`src/rtl/datapath_pkg.sv`:
```
// Shared definitions for the register-file / ALU datapath: default widths,
// ALU operation and write-back source encodings, and a small decode helper.
package datapath_pkg;

  localparam int DP_DATA_W  = 16;
  localparam int DP_ADDR_W  = 4;
  localparam int DP_CONST_W = 8;

  typedef enum logic [1:0] {
    ALU_PASS = 2'b00,
    ALU_ADD  = 2'b01,
    ALU_SUB  = 2'b10,
    ALU_AND  = 2'b11
  } alu_op_e;

  typedef enum logic [1:0] {
    WB_ALU   = 2'b00,
    WB_MEM   = 2'b01,
    WB_CONST = 2'b10,
    WB_RSVD  = 2'b11
  } wb_src_e;

  // Only arithmetic operations produce meaningful carry/overflow status.
  function automatic logic op_sets_flags(input alu_op_e op);
    case (op)
      ALU_ADD, ALU_SUB: return 1'b1;
      default:          return 1'b0;
    endcase
  endfunction

endpackage

```
`src/rtl/datapath_if.sv`:
```
// Control-word and status bundle between the instruction controller (master)
// and the datapath (slave). Data-memory read/store data ride along as well.
interface datapath_if
  import datapath_pkg::*;
#(
  parameter int DATA_W  = DP_DATA_W,
  parameter int ADDR_W  = DP_ADDR_W,
  parameter int CONST_W = DP_CONST_W
);

  logic [CONST_W-1:0] RF_W_data;
  logic [DATA_W-1:0]  D_R_data;
  logic               RF_s1;
  logic               RF_s0;
  logic [ADDR_W-1:0]  RF_W_addr;
  logic               RF_W_wr;
  logic [ADDR_W-1:0]  RF_Rp_addr;
  logic [ADDR_W-1:0]  RF_Rq_addr;
  logic               RF_Rp_rd;
  logic               RF_Rq_rd;
  logic               alu_s1;
  logic               alu_s0;
  logic               RF_RP_zero;
  logic [DATA_W-1:0]  D_W_data;
  logic               flag_c;
  logic               flag_v;

  modport master (
    output RF_W_data, D_R_data, RF_s1, RF_s0, RF_W_addr, RF_W_wr,
           RF_Rp_addr, RF_Rq_addr, RF_Rp_rd, RF_Rq_rd, alu_s1, alu_s0,
    input  RF_RP_zero, D_W_data, flag_c, flag_v
  );

  modport slave (
    input  RF_W_data, D_R_data, RF_s1, RF_s0, RF_W_addr, RF_W_wr,
           RF_Rp_addr, RF_Rq_addr, RF_Rp_rd, RF_Rq_rd, alu_s1, alu_s0,
    output RF_RP_zero, D_W_data, flag_c, flag_v
  );

endinterface

```
`src/rtl/datapath_register_file.sv`:
```
// General-purpose register file: 2^ADDR_W x DATA_W storage, asynchronous
// clear, one synchronous write port and two gated combinational read ports.
// Reads see the pre-edge contents; there is no write-to-read bypass.
module register_file
  import datapath_pkg::*;
#(
  parameter int DATA_W = DP_DATA_W,
  parameter int ADDR_W = DP_ADDR_W
) (
  input  logic              clk,
  input  logic              reset,
  input  logic              w_en,
  input  logic [ADDR_W-1:0] w_addr,
  input  logic [DATA_W-1:0] w_data,
  input  logic [ADDR_W-1:0] p_addr,
  input  logic              p_rd,
  input  logic [ADDR_W-1:0] q_addr,
  input  logic              q_rd,
  output logic [DATA_W-1:0] p_data,
  output logic [DATA_W-1:0] q_data
);

  localparam int NREGS = 1 << ADDR_W;

  logic [DATA_W-1:0] regs_r [NREGS];

  // Storage: cleared asynchronously, one write per rising edge.
  always_ff @(posedge clk or negedge reset) begin
    if (!reset) begin
      for (int i = 0; i < NREGS; i++) begin
        regs_r[i] <= {DATA_W{1'b0}};
      end
    end else if (w_en) begin
      regs_r[w_addr] <= w_data;
    end
  end

  // Read ports: disabled ports return zero rather than stale data.
  always_comb begin
    p_data = {DATA_W{1'b0}};
    q_data = {DATA_W{1'b0}};
    if (p_rd) begin
      p_data = regs_r[p_addr];
    end else begin
      p_data = {DATA_W{1'b0}};
    end
    if (q_rd) begin
      q_data = regs_r[q_addr];
    end else begin
      q_data = {DATA_W{1'b0}};
    end
  end

endmodule

```
`src/rtl/datapath.sv`:
```
// Register-file + ALU datapath driven by the controller's control word.
// Write-back selects ALU result, memory read data or the zero-extended
// instruction constant; Rp read data doubles as store data and zero status.
module datapath
  import datapath_pkg::*;
#(
  parameter int DATA_W  = DP_DATA_W,
  parameter int ADDR_W  = DP_ADDR_W,
  parameter int CONST_W = DP_CONST_W
) (
  input  logic      clk,
  input  logic      reset,
  datapath_if.slave bus
);

  alu_op_e           alu_op_s;
  wb_src_e           wb_src_s;
  logic [DATA_W-1:0] rp_data_s;
  logic [DATA_W-1:0] rq_data_s;
  logic [DATA_W:0]   sum_s;
  logic [DATA_W:0]   diff_s;
  logic [DATA_W-1:0] alu_res_s;
  logic [DATA_W-1:0] wb_data_s;
  logic              we_s;
  logic              flag_upd_s;
  logic              c_next_s;
  logic              v_next_s;
  logic              flag_c_r;
  logic              flag_v_r;

  assign alu_op_s = alu_op_e'({bus.alu_s1, bus.alu_s0});
  assign wb_src_s = wb_src_e'({bus.RF_s1, bus.RF_s0});

  register_file #(
    .DATA_W (DATA_W),
    .ADDR_W (ADDR_W)
  ) u_rf (
    .clk    (clk),
    .reset  (reset),
    .w_en   (we_s),
    .w_addr (bus.RF_W_addr),
    .w_data (wb_data_s),
    .p_addr (bus.RF_Rp_addr),
    .p_rd   (bus.RF_Rp_rd),
    .q_addr (bus.RF_Rq_addr),
    .q_rd   (bus.RF_Rq_rd),
    .p_data (rp_data_s),
    .q_data (rq_data_s)
  );

  // Extended add/subtract so the top bit carries carry-out / borrow.
  assign sum_s  = {1'b0, rp_data_s} + {1'b0, rq_data_s};
  assign diff_s = {1'b0, rp_data_s} - {1'b0, rq_data_s};

  // ALU result, wrapped to DATA_W.
  always_comb begin
    alu_res_s = rp_data_s;
    case (alu_op_s)
      ALU_PASS: alu_res_s = rp_data_s;
      ALU_ADD:  alu_res_s = sum_s[DATA_W-1:0];
      ALU_SUB:  alu_res_s = diff_s[DATA_W-1:0];
      ALU_AND:  alu_res_s = rp_data_s & rq_data_s;
      default:  alu_res_s = rp_data_s;
    endcase
  end

  // Write-back source mux; the reserved source also suppresses the write.
  always_comb begin
    wb_data_s = {DATA_W{1'b0}};
    we_s      = 1'b0;
    case (wb_src_s)
      WB_ALU:   wb_data_s = alu_res_s;
      WB_MEM:   wb_data_s = bus.D_R_data;
      WB_CONST: wb_data_s = {{(DATA_W-CONST_W){1'b0}}, bus.RF_W_data};
      default:  wb_data_s = {DATA_W{1'b0}};
    endcase
    if (bus.RF_W_wr && (wb_src_s != WB_RSVD)) begin
      we_s = 1'b1;
    end else begin
      we_s = 1'b0;
    end
  end

  // Next carry/borrow and signed overflow for the current arithmetic op.
  always_comb begin
    c_next_s   = 1'b0;
    v_next_s   = 1'b0;
    flag_upd_s = 1'b0;
    if (alu_op_s == ALU_ADD) begin
      c_next_s = sum_s[DATA_W];
      v_next_s = (rp_data_s[DATA_W-1] == rq_data_s[DATA_W-1]) &&
                 (sum_s[DATA_W-1] != rp_data_s[DATA_W-1]);
    end else begin
      c_next_s = diff_s[DATA_W];
      v_next_s = (rp_data_s[DATA_W-1] != rq_data_s[DATA_W-1]) &&
                 (diff_s[DATA_W-1] != rp_data_s[DATA_W-1]);
    end
    if (bus.RF_W_wr && (wb_src_s == WB_ALU) && op_sets_flags(alu_op_s)) begin
      flag_upd_s = 1'b1;
    end else begin
      flag_upd_s = 1'b0;
    end
  end

  // Status flags: captured only on an arithmetic ALU write-back.
  always_ff @(posedge clk or negedge reset) begin
    if (!reset) begin
      flag_c_r <= 1'b0;
      flag_v_r <= 1'b0;
    end else if (flag_upd_s) begin
      flag_c_r <= c_next_s;
      flag_v_r <= v_next_s;
    end
  end

  assign bus.RF_RP_zero = (rp_data_s == {DATA_W{1'b0}});
  assign bus.D_W_data   = rp_data_s;
  assign bus.flag_c     = flag_c_r;
  assign bus.flag_v     = flag_v_r;

endmodule

```
`src/flat_wrapper.sv`:
```
// flat-port wrapper written by rule: the top's interface ports become plain ports
module datapath_flat import datapath_pkg::*;
#(
  parameter int DATA_W  = DP_DATA_W,
  parameter int ADDR_W  = DP_ADDR_W,
  parameter int CONST_W = DP_CONST_W
)
  (clk, reset, bus_RF_W_data, bus_D_R_data, bus_RF_s1, bus_RF_s0, bus_RF_W_addr, bus_RF_W_wr, bus_RF_Rp_addr, bus_RF_Rq_addr, bus_RF_Rp_rd, bus_RF_Rq_rd, bus_alu_s1, bus_alu_s0, bus_RF_RP_zero, bus_D_W_data, bus_flag_c, bus_flag_v);
  datapath_if #(.DATA_W(DATA_W), .ADDR_W(ADDR_W), .CONST_W(CONST_W)) bus_i ();
  input  logic clk;
  input  logic reset;
  input wire logic [$bits(bus_i.RF_W_data)-1:0] bus_RF_W_data;
  input wire logic [$bits(bus_i.D_R_data)-1:0] bus_D_R_data;
  input wire logic [$bits(bus_i.RF_s1)-1:0] bus_RF_s1;
  input wire logic [$bits(bus_i.RF_s0)-1:0] bus_RF_s0;
  input wire logic [$bits(bus_i.RF_W_addr)-1:0] bus_RF_W_addr;
  input wire logic [$bits(bus_i.RF_W_wr)-1:0] bus_RF_W_wr;
  input wire logic [$bits(bus_i.RF_Rp_addr)-1:0] bus_RF_Rp_addr;
  input wire logic [$bits(bus_i.RF_Rq_addr)-1:0] bus_RF_Rq_addr;
  input wire logic [$bits(bus_i.RF_Rp_rd)-1:0] bus_RF_Rp_rd;
  input wire logic [$bits(bus_i.RF_Rq_rd)-1:0] bus_RF_Rq_rd;
  input wire logic [$bits(bus_i.alu_s1)-1:0] bus_alu_s1;
  input wire logic [$bits(bus_i.alu_s0)-1:0] bus_alu_s0;
  output wire logic [$bits(bus_i.RF_RP_zero)-1:0] bus_RF_RP_zero;
  output wire logic [$bits(bus_i.D_W_data)-1:0] bus_D_W_data;
  output wire logic [$bits(bus_i.flag_c)-1:0] bus_flag_c;
  output wire logic [$bits(bus_i.flag_v)-1:0] bus_flag_v;
  assign bus_i.RF_W_data = bus_RF_W_data;
  assign bus_i.D_R_data = bus_D_R_data;
  assign bus_i.RF_s1 = bus_RF_s1;
  assign bus_i.RF_s0 = bus_RF_s0;
  assign bus_i.RF_W_addr = bus_RF_W_addr;
  assign bus_i.RF_W_wr = bus_RF_W_wr;
  assign bus_i.RF_Rp_addr = bus_RF_Rp_addr;
  assign bus_i.RF_Rq_addr = bus_RF_Rq_addr;
  assign bus_i.RF_Rp_rd = bus_RF_Rp_rd;
  assign bus_i.RF_Rq_rd = bus_RF_Rq_rd;
  assign bus_i.alu_s1 = bus_alu_s1;
  assign bus_i.alu_s0 = bus_alu_s0;
  assign bus_RF_RP_zero = bus_i.RF_RP_zero;
  assign bus_D_W_data = bus_i.D_W_data;
  assign bus_flag_c = bus_i.flag_c;
  assign bus_flag_v = bus_i.flag_v;
  datapath #(.DATA_W(DATA_W), .ADDR_W(ADDR_W), .CONST_W(CONST_W)) u_core (.clk(clk), .reset(reset), .bus(bus_i));
endmodule
```
`config.mk`:
```
export PLATFORM = sky130hd
export DESIGN_NAME = datapath_flat
export DESIGN_NICKNAME = d
export VERILOG_FILES = /design/src/rtl/datapath_pkg.sv /design/src/rtl/datapath_if.sv /design/src/rtl/datapath_register_file.sv /design/src/rtl/datapath.sv /design/src/flat_wrapper.sv
export SDC_FILE = /design/constraint.sdc
export NUM_CORES = 1
export LEC_CHECK = 0
export CAP_MARGIN = 20
export CORE_ASPECT_RATIO = 0.7
export CORE_MARGIN = 2
export CORE_UTILIZATION = 55
export DETAILED_ROUTE_END_ITERATION = 8
export DONT_BUFFER_PORTS = 1
export HOLD_SLACK_MARGIN = 0.15
export PLACE_DENSITY = 0.74
export SYNTH_ARGS = -nofsm -noshare
export SYNTH_HDL_FRONTEND = slang
export SYNTH_HIERARCHICAL = 1
export SYNTH_SLANG_ARGS = --single-unit
export TNS_END_PERCENT = 1
```
`constraint.sdc`:
```
create_clock -name clk -period 5 [get_ports clk]
set_clock_uncertainty 0.2 [all_clocks]
set_input_delay 1 -clock clk [delete_from_list [all_inputs] [get_ports clk]]
set_output_delay 1 -clock clk [all_outputs]
set_load 0.05 [all_outputs]
```
==> flow_metrics.env <==
export IMPL_startpoint_type="primary input"
export IMPL_drive_gt1_frac=0.3405
export IMPL_start_util=0.5560
export IMPL_antenna_cells=0
export IMPL_hold_violations=23
export IMPL_cts_tree="yes"
export IMPL_syn_to_final_growth_pct=9.940
export IMPL_pin_count=64
export IMPL_slowest_stage="nor4_1"
export IMPL_rsz0062_at_grt="no"
export IMPL_drt_iter0_drc=1612
export IMPL_maxCapViolCount=0
export IMPL_cts_buffer_depth=3
export IMPL_synth_area_leaders="dfrtp_1 (39%), mux2_2 (13%), mux4_2 (10%)"
export IMPL_path_cells="mux4_2, a211oi_1, a21oi_4, buf_4, nor4_1, and4_1, buf_12"
export IMPL_cp_arrival_ns=3.65
export IMPL_synth_top_cell_area_share=0.3883
export IMPL_path_class="in2out"
export IMPL_clockRootBuffer="clkbuf_16"
export IMPL_cp_startpoint="bus_RF_Rp_addr[0]"
export IMPL_worst_path_largest_cell_delay_ns=0.78
export IMPL_layout_nets=1470
export IMPL_period_share=0.9697
export IMPL_ctsResizeCount=0
export IMPL_synth_edf_count=0
export IMPL_antenna_left=0
export IMPL_drv_slew=0
export IMPL_violations="hold timing"
export IMPL_critPathMaxFanout=96
export IMPL_place_hpwl_mm=32.94
export IMPL_fmax_mhz=206.3
export IMPL_synth_flop_cell="dfrtp_1"
export IMPL_portBuffers=0
export IMPL_globalRouteOverflowTotal=0
export IMPL_antenna_found_initial=0
export IMPL_drc_errors=0
export IMPL_syn_inst=1373
export IMPL_yosysTopAreaCell="dfrtp_1"
export IMPL_p_leak_nw=8.308
export IMPL_worst_r2r_path_depth=14
export IMPL_yosysMostFrequentCell="dfrtp_1"
export IMPL_final_min_clock_period_ns=4.848
export IMPL_reg2reg_from="u_core/u_rf/regs_r[161]$_DFFE_PN0P_"
export IMPL_yosys_top_cells_count="dfrtp_1 (258), mux2_2 (188), mux2i_1 (125)"
export IMPL_hold_ws_ns=-0.05507
export IMPL_setup_violations=0
export IMPL_required_ns=3.80
export IMPL_dieArea_mm2=0.03166
export IMPL_rr_endpoint="u_core/u_rf/regs_r[191]$_DFFE_PN0P_"
export IMPL_h_tree_depth=1
export IMPL_relSlewSlack=0.2288
export IMPL_tightest_slew_ns=1.157
export IMPL_ys_seq_area_frac=0.3883
export IMPL_vias=12486
export IMPL_finalWeightedCongestion=1.044
export IMPL_core_area_mm2=0.02991
export IMPL_totalWireLength_mm=51.11
export IMPL_syn_mean_instance_area_um2=12.11
export IMPL_clkLatencyLatePin_ns=0.55
export IMPL_yosysUniqueCellTypes=81
export IMPL_cp_endpoint="bus_RF_RP_zero"
export IMPL_p_per_area_mw_per_mm2=351.8
export IMPL_status="finished with violations"
export IMPL_end_kind="output port"
export IMPL_reg2reg_slack_ns=0.54
export IMPL_ys_ff_latch=258
export IMPL_dr_pass1_iters=5
export IMPL_async_flop_share=1.000
export IMPL_grt_pass1_vias=12160
export IMPL_worst_hold_path_type="in2async"
export IMPL_track_usage=0.3240
export IMPL_numCtsBuffers=25
export IMPL_rows=53
export IMPL_clk_pin_slew_ns=0.06
export IMPL_grt_pass1_wl_mm=76.27
export IMPL_cts_setup_buffers=0
export IMPL_die_w_um=211.8
export IMPL_die_height_um=149.5
export IMPL_vias_per_cell=6.876
export IMPL_syn_nets=1456
export IMPL_grt_max_degree=259
export IMPL_cts_sinks=258
export IMPL_total_power_mw=6.431
export IMPL_wl_per_cell_um=28.14
export IMPL_yosys_warnings=6
export IMPL_syn_cell_area_mm2=0.01663
export IMPL_worst_ir_drop_vdd_mv=0.3912
-- registers in the layout, indices dropped and copies added, names as in the netlist --
signal              count
u_core/bus.flag_v       1
u_core/bus.flag_c       1
u_core/u_rf/regs_r    256
-- metrics by stage --
stage	utilization	setup slack [ns]	cells	cell area, um^2	TNS, ns
after global routing	0.6113	0.1634	1816	18280	0
after global placement	0.5823	-0.02254	1772	17410	-0.3292
after CTS	0.6113	0.4102	1816	18280	0
final	0.6113	0.1516	1816	18280	0
after floorplan	-	-0.01791	1373	16760	-0.1271
after detailed placement	0.5823	-0.06425	1772	17410	-0.8753
-- cell usage in the layout (no fill, tap or decap), types with 10 or more instances in the layout --
master,count
a211oi_1,15
a21oi_1,45
a221oi_1,14
a22oi_1,41
buf_4,97
clkbuf_16,25
dfrtp_1,258
ha_1,34
inv_1,34
mux2_1,51
mux2_2,188
mux2_4,20
mux2i_1,125
mux4_2,76
nand2_1,61
nand2b_1,13
nand3_1,18
nor2_1,32
nor2b_1,10
o211ai_1,17
o21ai_0,38
o22ai_1,11
xnor2_1,12
-- metal layers --
| layer | global-route usage | share of wire | vias up | wire length (um) |
|---|---|---|---|---|
| met5 | 0 | 0 | - | 0 |
| met4 | 0.08732 | 0.025 | 0 | 1279 |
| met3 | 0.06275 | 0.094 | 92 | 4819 |
| met2 | 0.4711 | 0.43 | 655 | 22030 |
| met1 | 0.4956 | 0.45 | 6519 | 22980 |
| li1 | - | - | 5220 | - |
-- layout make-up --
cell class | count | area, um^2
Fill cell | 2350 | 11630
Multi-Input combinational cell | 965 | 9499
Sequential cell | 258 | 6456
Timing Repair Buffer | 101 | 808.3
Clock buffer | 36 | 747.0
Tap cell | 412 | 515.5
Inverter | 36 | 135.1
Clock inverter | 8 | 120.1
-- worst max-delay path: cells and delay by family --
| kind | cells | cell delay, ns |
|---|---|---|
| and+or+nand+nor | 2 | 1.13 |
| AOI/OAI and AO/OA | 2 | 0.49 |
| muxes | 1 | 0.53 |
| buffers and inverters | 2 | 0.38 |
-- kinds of logic (layout without fill, tap and decap cells) --
family,after synthesis,count (layout),share of synthesized area
AND/OR/NAND/NOR,204,204,0.06238
XOR/XNOR,13,13,0.006847
multiplexers,460,460,0.3581
buffers and inverters,150,181,0.04733
flip-flops,258,258,0.3883
AO/OA/AOI/OAI,250,250,0.1076
adder cells (fa/ha/maj),38,38,0.02950
-- where the power goes --
part	switching, mW	internal (mW)	leakage, nW
clock network	0.855	1.19	0.424
logic	0.750	0.859	4.47
registers	0.318	2.46	3.42
total	1.92	4.51	8.31
-- how the worst min path moves through the flow --
stage	start	endpoint	slack (ns)	cells past startpoint
global route	reset	u_core/u_rf/regs_r[53]$_DFFE_PN0P_	-0.08	0
detailed placement	u_core/u_rf/regs_r[249]$_DFFE_PN0P_	u_core/u_rf/regs_r[249]$_DFFE_PN0P_	0.30	1
global placement	u_core/u_rf/regs_r[197]$_DFFE_PN0P_	u_core/u_rf/regs_r[197]$_DFFE_PN0P_	0.28	1
floorplan	u_core/u_rf/regs_r[197]$_DFFE_PN0P_	u_core/u_rf/regs_r[197]$_DFFE_PN0P_	0.27	1
finish	reset	u_core/u_rf/regs_r[224]$_DFFE_PN0P_	-0.06	0
CTS	reset	u_core/u_rf/regs_r[176]$_DFFE_PN0P_	-0.07	0
(Power assumes the default switching activity.)
